[src/rtl/mem_stage_if.sv]
// Data-memory request/acknowledge bus between the MEM stage (master) and data memory (slave).
interface mem_stage_if;
   logic        dm_req;
   logic        dm_we;
   logic [31:0] dm_addr;
   logic [31:0] dm_wdata;
   logic        dm_ack;
   logic [31:0] dm_rdata;

   modport master (
      output dm_req,
      output dm_we,
      output dm_addr,
      output dm_wdata,
      input  dm_ack,
      input  dm_rdata
   );

   modport slave (
      input  dm_req,
      input  dm_we,
      input  dm_addr,
      input  dm_wdata,
      output dm_ack,
      output dm_rdata
   );
endinterface

[src/rtl/mem_stage.sv]
// MEM pipeline stage: issues load/store accesses over a variable-latency req/ack bus,
// stalls upstream while an access is outstanding and registers the MEM/WB pipeline register.
module mem_stage #(
   parameter logic [31:0] BUBBLE_INSTR = 32'h0000_0020,
   parameter int unsigned TIMEOUT_CYC  = 255
) (
   input  logic              clk,
   input  logic              rst,
   input  logic [31:0]       me_aluresult,
   input  logic [31:0]       me_d2,
   input  logic [4:0]        me_td,
   input  logic              me_WREG,
   input  logic              me_WMEM,
   input  logic              me_LW,
   input  logic [31:0]       me_instr,
   mem_stage_if.master       dm,
   output logic              stall,
   output logic [31:0]       wb_aluresult,
   output logic [31:0]       wb_mdata,
   output logic [4:0]        wb_td,
   output logic              wb_WREG,
   output logic              wb_LW,
   output logic [31:0]       wb_instr,
   output logic              err_misalign,
   output logic              err_timeout
);

   localparam logic [7:0] TO_LIM = 8'(TIMEOUT_CYC);

   typedef enum logic {
      S_IDLE,
      S_WAIT
   } state_t;

   state_t     state;
   logic [7:0] tcnt;

   logic mem_op;
   logic aligned;
   logic in_idle;
   logic in_wait;
   logic timeout_abort;
   logic req_raw;
   logic complete;
   logic take_inputs;

   always_comb begin
      mem_op        = me_LW | me_WMEM;
      aligned       = (me_aluresult[1:0] == 2'b00);
      in_idle       = (state == S_IDLE);
      in_wait       = (state == S_WAIT);
      timeout_abort = in_wait & (tcnt == TO_LIM) & ~dm.dm_ack;
      req_raw       = ~timeout_abort & ((in_idle & mem_op & aligned) | in_wait);
      // Request and stall are gated by reset so nothing leaks out while held in reset.
      dm.dm_req     = rst & req_raw;
      dm.dm_we      = me_WMEM & ~me_LW;
      dm.dm_addr    = me_aluresult;
      dm.dm_wdata   = me_d2;
      stall         = dm.dm_req & ~dm.dm_ack;
      complete      = dm.dm_req & dm.dm_ack;
      take_inputs   = (in_idle & ~mem_op) | complete;
   end

   always_ff @(posedge clk or negedge rst) begin
      if (!rst) begin
         state        <= S_IDLE;
         tcnt         <= '0;
         wb_aluresult <= '0;
         wb_mdata     <= '0;
         wb_td        <= '0;
         wb_WREG      <= 1'b0;
         wb_LW        <= 1'b0;
         wb_instr     <= BUBBLE_INSTR;
         err_misalign <= 1'b0;
         err_timeout  <= 1'b0;
      end else begin
         err_misalign <= in_idle & mem_op & ~aligned;
         err_timeout  <= timeout_abort;

         // Every cycle the WB register takes either the instruction or a bubble.
         if (take_inputs) begin
            wb_aluresult <= me_aluresult;
            wb_mdata     <= (complete & me_LW) ? dm.dm_rdata : '0;
            wb_td        <= me_td;
            wb_WREG      <= me_WREG & (me_td != '0);
            wb_LW        <= me_LW;
            wb_instr     <= me_instr;
         end else begin
            wb_aluresult <= '0;
            wb_mdata     <= '0;
            wb_td        <= '0;
            wb_WREG      <= 1'b0;
            wb_LW        <= 1'b0;
            wb_instr     <= BUBBLE_INSTR;
         end

         case (state)
            S_IDLE: begin
               if (mem_op & aligned & ~dm.dm_ack) begin
                  state <= S_WAIT;
                  tcnt  <= 8'd1;
               end
            end
            S_WAIT: begin
               if (dm.dm_ack | timeout_abort) begin
                  state <= S_IDLE;
                  tcnt  <= '0;
               end else begin
                  tcnt <= tcnt + 8'd1;
               end
            end
            default: begin
               state <= S_IDLE;
               tcnt  <= '0;
            end
         endcase
      end
   end

endmodule

[src/flat_wrapper.sv]
// flat-port wrapper written by rule: the top's interface ports become plain ports
module mem_stage_flat 
#(
   parameter logic [31:0] BUBBLE_INSTR = 32'h0000_0020,
   parameter int unsigned TIMEOUT_CYC  = 255
)
  (clk, rst, me_aluresult, me_d2, me_td, me_WREG, me_WMEM, me_LW, me_instr, stall, wb_aluresult, wb_mdata, wb_td, wb_WREG, wb_LW, wb_instr, err_misalign, err_timeout, dm_dm_req, dm_dm_we, dm_dm_addr, dm_dm_wdata, dm_dm_ack, dm_dm_rdata);
  mem_stage_if dm_i ();
  input  logic clk;
  input  logic rst;
  input  logic [31:0] me_aluresult;
  input  logic [31:0] me_d2;
  input  logic [4:0] me_td;
  input  logic me_WREG;
  input  logic me_WMEM;
  input  logic me_LW;
  input  logic [31:0] me_instr;
  output logic stall;
  output logic [31:0] wb_aluresult;
  output logic [31:0] wb_mdata;
  output logic [4:0] wb_td;
  output logic wb_WREG;
  output logic wb_LW;
  output logic [31:0] wb_instr;
  output logic err_misalign;
  output logic err_timeout;
  output wire logic [$bits(dm_i.dm_req)-1:0] dm_dm_req;
  output wire logic [$bits(dm_i.dm_we)-1:0] dm_dm_we;
  output wire logic [$bits(dm_i.dm_addr)-1:0] dm_dm_addr;
  output wire logic [$bits(dm_i.dm_wdata)-1:0] dm_dm_wdata;
  input wire logic [$bits(dm_i.dm_ack)-1:0] dm_dm_ack;
  input wire logic [$bits(dm_i.dm_rdata)-1:0] dm_dm_rdata;
  assign dm_dm_req = dm_i.dm_req;
  assign dm_dm_we = dm_i.dm_we;
  assign dm_dm_addr = dm_i.dm_addr;
  assign dm_dm_wdata = dm_i.dm_wdata;
  assign dm_i.dm_ack = dm_dm_ack;
  assign dm_i.dm_rdata = dm_dm_rdata;
  mem_stage #(.BUBBLE_INSTR(BUBBLE_INSTR), .TIMEOUT_CYC(TIMEOUT_CYC)) u_core (.clk(clk), .rst(rst), .me_aluresult(me_aluresult), .me_d2(me_d2), .me_td(me_td), .me_WREG(me_WREG), .me_WMEM(me_WMEM), .me_LW(me_LW), .me_instr(me_instr), .dm(dm_i), .stall(stall), .wb_aluresult(wb_aluresult), .wb_mdata(wb_mdata), .wb_td(wb_td), .wb_WREG(wb_WREG), .wb_LW(wb_LW), .wb_instr(wb_instr), .err_misalign(err_misalign), .err_timeout(err_timeout));
endmodule
[config.mk]
export PLATFORM = sky130hd
export DESIGN_NAME = mem_stage_flat
export DESIGN_NICKNAME = d
export VERILOG_FILES = /design/src/rtl/mem_stage_if.sv /design/src/rtl/mem_stage.sv /design/src/flat_wrapper.sv
export SDC_FILE = /design/constraint.sdc
export NUM_CORES = 1
export LEC_CHECK = 0
export ABC_AREA = 1
export BUFFER_PORTS_ARGS = -buffer_cell sky130_fd_sc_hd__buf_2
export CAP_MARGIN = 40
export CORE_AREA = 5 5 117 119
export DETAILED_ROUTE_END_ITERATION = 8
export DIE_AREA = 0 0 122 124
export GPL_TIMING_DRIVEN = 1
export PLACE_DENSITY = 0.7
export SLEW_MARGIN = 20
export SYNTH_ARGS = -nofsm -noshare
export SYNTH_HDL_FRONTEND = slang
export SYNTH_SLANG_ARGS = --single-unit
export TNS_END_PERCENT = 30
[constraint.sdc]
create_clock -name clk -period 2.8 [get_ports clk]
set_input_delay 0.56 -clock clk [delete_from_list [all_inputs] [get_ports clk]]
set_output_delay 0.56 -clock clk [all_outputs]
set_load 0.005 [all_outputs]
==> key figures <==
Outcome
  • Status: finished, final reports clean

Pwr
  • Cell leakage power: just under 0.004 µW
  • Maximum VDD drop: 0.000338 V
  • Comb power frac: 0.086
  • Sw frac: 0.214
  • Pwr Density: 721 nW/µm²
  • Internal: 3500 µW
  • Register share of total power: 0.394
  • Clock network power share: 0.520
  • P_sw: 952 µW

Global routing
  • Largest net degree at the start of global routing: 110
  • Via count of the first global-routing pass: approximately 3.3k
  • GRT overflow: 0
  • Initial antenna violation count: 0
  • First-pass GRT wire length: 17000 µm
  • Total track usage: 0.151

STA
  • Setup violations, final: 0
  • Worst clock skew: 4.57 ps
  • Slew @ Worst Pin: 598 ps
  • Final setup margin: 554 ps
  • Setup tns final: 0 ps
  • Fmax: 445 MHz
  • Count of final hold-check violations: 0
  • Period minus WS final: 2250 ps
  • Normalized max-slew margin: 0.601
  • RSZ-0062 raised after global routing: false
  • Tcrit/Tclk final: 0.802
  • Slew Limit Fails: 0
  • WHS: 347 ps

Clock tree
  • H-tree depth: 4
  • Maximum clock insertion buffer count: 2
  • Quantity of gates resized following cts: 0
  • Number of CTS-inserted buffers: 17
  • Clk slew on worst S/H paths: around 50 ps
  • CTS tree: built
  • CTS sink cnt: approximately 110
  • Clock latency on the worst-skew pair: about 400 ps
  • Root buf cell: clkbuf_16

Worst setup path
  • Crit-path cells: dlygate4sd3_1 -> buf_4 -> nand3_1 -> nor2_1 -> buf_2
  • Critical Path RT: 2240 ps
  • WS Path Type: input port to primary output
  • Largest delay share family, worst path: buffers and inverters
  • Slowest-stage cell, CP: dlygate4sd3_1
  • Levels on crit path: 5
  • Critical Path Sink Type: primary output
  • Worst R2R Setup Slack: 1360 ps
  • Reg2reg start: u_core.tcnt[0]
  • Crit path buf inv count: 3
  • Slowest cell delay on critical path: approximately 560 ps
  • Setup crit end: stall
  • Worst Path Arrival: 1690 ps
  • Crit start category: input port
  • Critical-path maximum fanout: 9
  • Worst R2R End: u_core.tcnt[5]
  • CP Launch Point: rst
  • Cell count of the worst reg-to-reg path: 8

Yosys
  • Post-Synthesis Cell Area: 4630 µm²
  • Net Count, Synth: 615
  • Synth Area in XOR/XNOR: 0.00568
  • Post-Synth Adder-Cell Area: 0.00270
  • Multiplexer area fraction after synthesis: 0
  • Syn Area/Cell: 9.74 µm²
  • Synth Instances: 475
  • Post-synthesis compound-gate area fraction: 0.0162
  • Post-synthesis cell type count: 22
  • Simple-gate portion of the synthesized area: 0.136
  • Largest family of logic cells by synthesized area: buffers and inverters
  • #FFs+latches synth: around 110
  • Register area share after synthesis: 0.617
  • Ys Warns: 0

Detailed routing
  • DRT Pass-1 Iters: 6
  • DRT antenna net count: 0
  • DRC: 0
  • Via count: 3443
  • Final WL: 11600 µm
  • Wire length per cell: 13.6 µm
  • DRT iter0 DRCs: 172
  • Vias per cell: 4.03

Run
  • Max-cap violations: 0

Die
  • Core area: 12500 µm²
  • Die Ht: 124 µm
  • Starting density of the core: 0.371
  • Die area: between 15000 and 20000 µm²
  • Die Wd: 122 µm
  • Site row count: slightly above 40
  • Ports: roughly 310

Layout
  • Ant. Diodes: 0
  • Non-Filler Instances: 854
  • Layout area overhead: 33.5%
  • Share of cells above drive strength 1: 0.421
  • Core Util, Final: 0.496
  • Filler cells: 1170
  • Final nets: 809

Worst hold path
  • Min-delay worst type: input port to flop

Place
  • Input/output buffers: roughly 250
  • Placed Cells: 821
  • Hpwl dp: 8670 µm
  • Place WS: 896 ps
  • RePlAce Congestion: 0.868
-- state kept, by name, summed over array words and instances (netlist names) --
name and count:
u_core.tcnt 8, u_core.wb_td 5, u_core.wb_aluresult 32, u_core.wb_instr 32, u_core.wb_WREG 1, u_core.wb_mdata 32
u_core.err_misalign 1, u_core.wb_LW 1, u_core.err_timeout 1, u_core.in_wait 1
-- cells by family after synthesis --
group           count (synthesis)
fa+ha+maj                       1
xor+xnor                        3
buf+inv                       189
flops                         114
compound gates                 11
simple gates                  157
-- cells in the mapped netlist --
cell type  count  share of area
a21oi_1        3         0.0032
a31oi_4        1         0.0046
buf_4         64           0.10
buf_6          9          0.022
buf_8          1         0.0032
dfrtp_1      113           0.61
dfstp_2        1         0.0057
ha_1           1         0.0027
inv_1        113          0.092
inv_2          2         0.0016
nand2_1       31          0.025
nand2_2        2         0.0027
nand3_1        7         0.0076
nand3b_1       1         0.0016
nand4_1        1         0.0014
nand4_4        1         0.0046
nor2_1       113          0.092
nor2_2         1         0.0014
o21ai_0        6         0.0065
o21ai_2        1         0.0019
xnor2_1        2         0.0038
xor2_1         1         0.0019
-- worst min-delay path, delay by kind of cell --
family	cells	cell delay, ps
and+or+nand+nor	1	50
buffers and inverters	2	100
-- power groups by stage --
stage / sequential [µW] / combinational, µW / clock, µW
floorplan: 1800 / 213 / 0
global placement: 1780 / 387 / 0
detailed placement: 1780 / 392 / 0
CTS: 1760 / 396 / 2370
global route: 1760 / 435 / 2460
finish: 1760 / 383 / 2310
-- how the worst min path moves through the flow --
stage	end	slack, ps	start	cells after the start
2_1_floorplan	u_core.err_misalign	260	rst	0
3_3_place_gp	u_core.wb_mdata[6]	420	rst	1
3_5_place_dp	u_core.wb_mdata[4]	420	rst	1
4_1_cts	u_core.wb_instr[5]	330	me_instr[5]	3
5_1_grt	u_core.wb_mdata[21]	340	dm_dm_rdata[21]	3
6_report	u_core.wb_instr[5]	350	me_instr[5]	3
-- area by class of cell --
type	instances	area, µm²	area share
clock buffers	24	502	0.0812
inverters	115	432	0.0699
multi-input cells	172	743	0.120
repair buffers	249	1280	0.208
clock inverters	8	148	0.0239
well taps	172	215	0.0348
flip-flops and latches	114	2850	0.462
-- per-stage QoR --
step	cell area, µm²	power [µW]
4_1_cts	6180	4520
6_report	6180	4450
3_3_place_gp	5520	2170
3_5_place_dp	5520	2180
5_1_grt	6180	4650
2_1_floorplan	4630	2010
-- cell usage in the layout (no fill, tap or decap), types with 2 or more instances in the layout --
cell type,count
o21ai_0,6
inv_2,2
bufinv_16,4
nand2_2,2
xnor2_1,2
clkinv_2,2
inv_1,113
nand2_1,31
nand3_1,7
dfrtp_1,113
clkbuf_1,2
buf_12,2
nor2_1,113
buf_2,245
clkbuf_16,17
clkinv_4,2
a21oi_1,3
clkbuf_8,5
-- layer usage --
layer / wire [µm] / up-vias / global-route usage
met5: 0 / - / 0
li1: - / 1673 / -
met4: 366 / 0 / 0.0889
met1: 4260 / 1578 / 0.166
met2: 6030 / 146 / 0.260
met3: 925 / 46 / 0.0431
-- repair_timing --
item | CTS | global route
hold buffers | 1 | 0
endpoints found under the hold margin | 5 | 0
setup buffers | 0 | 0
Note: power is estimated with default switching activity, not from simulation.
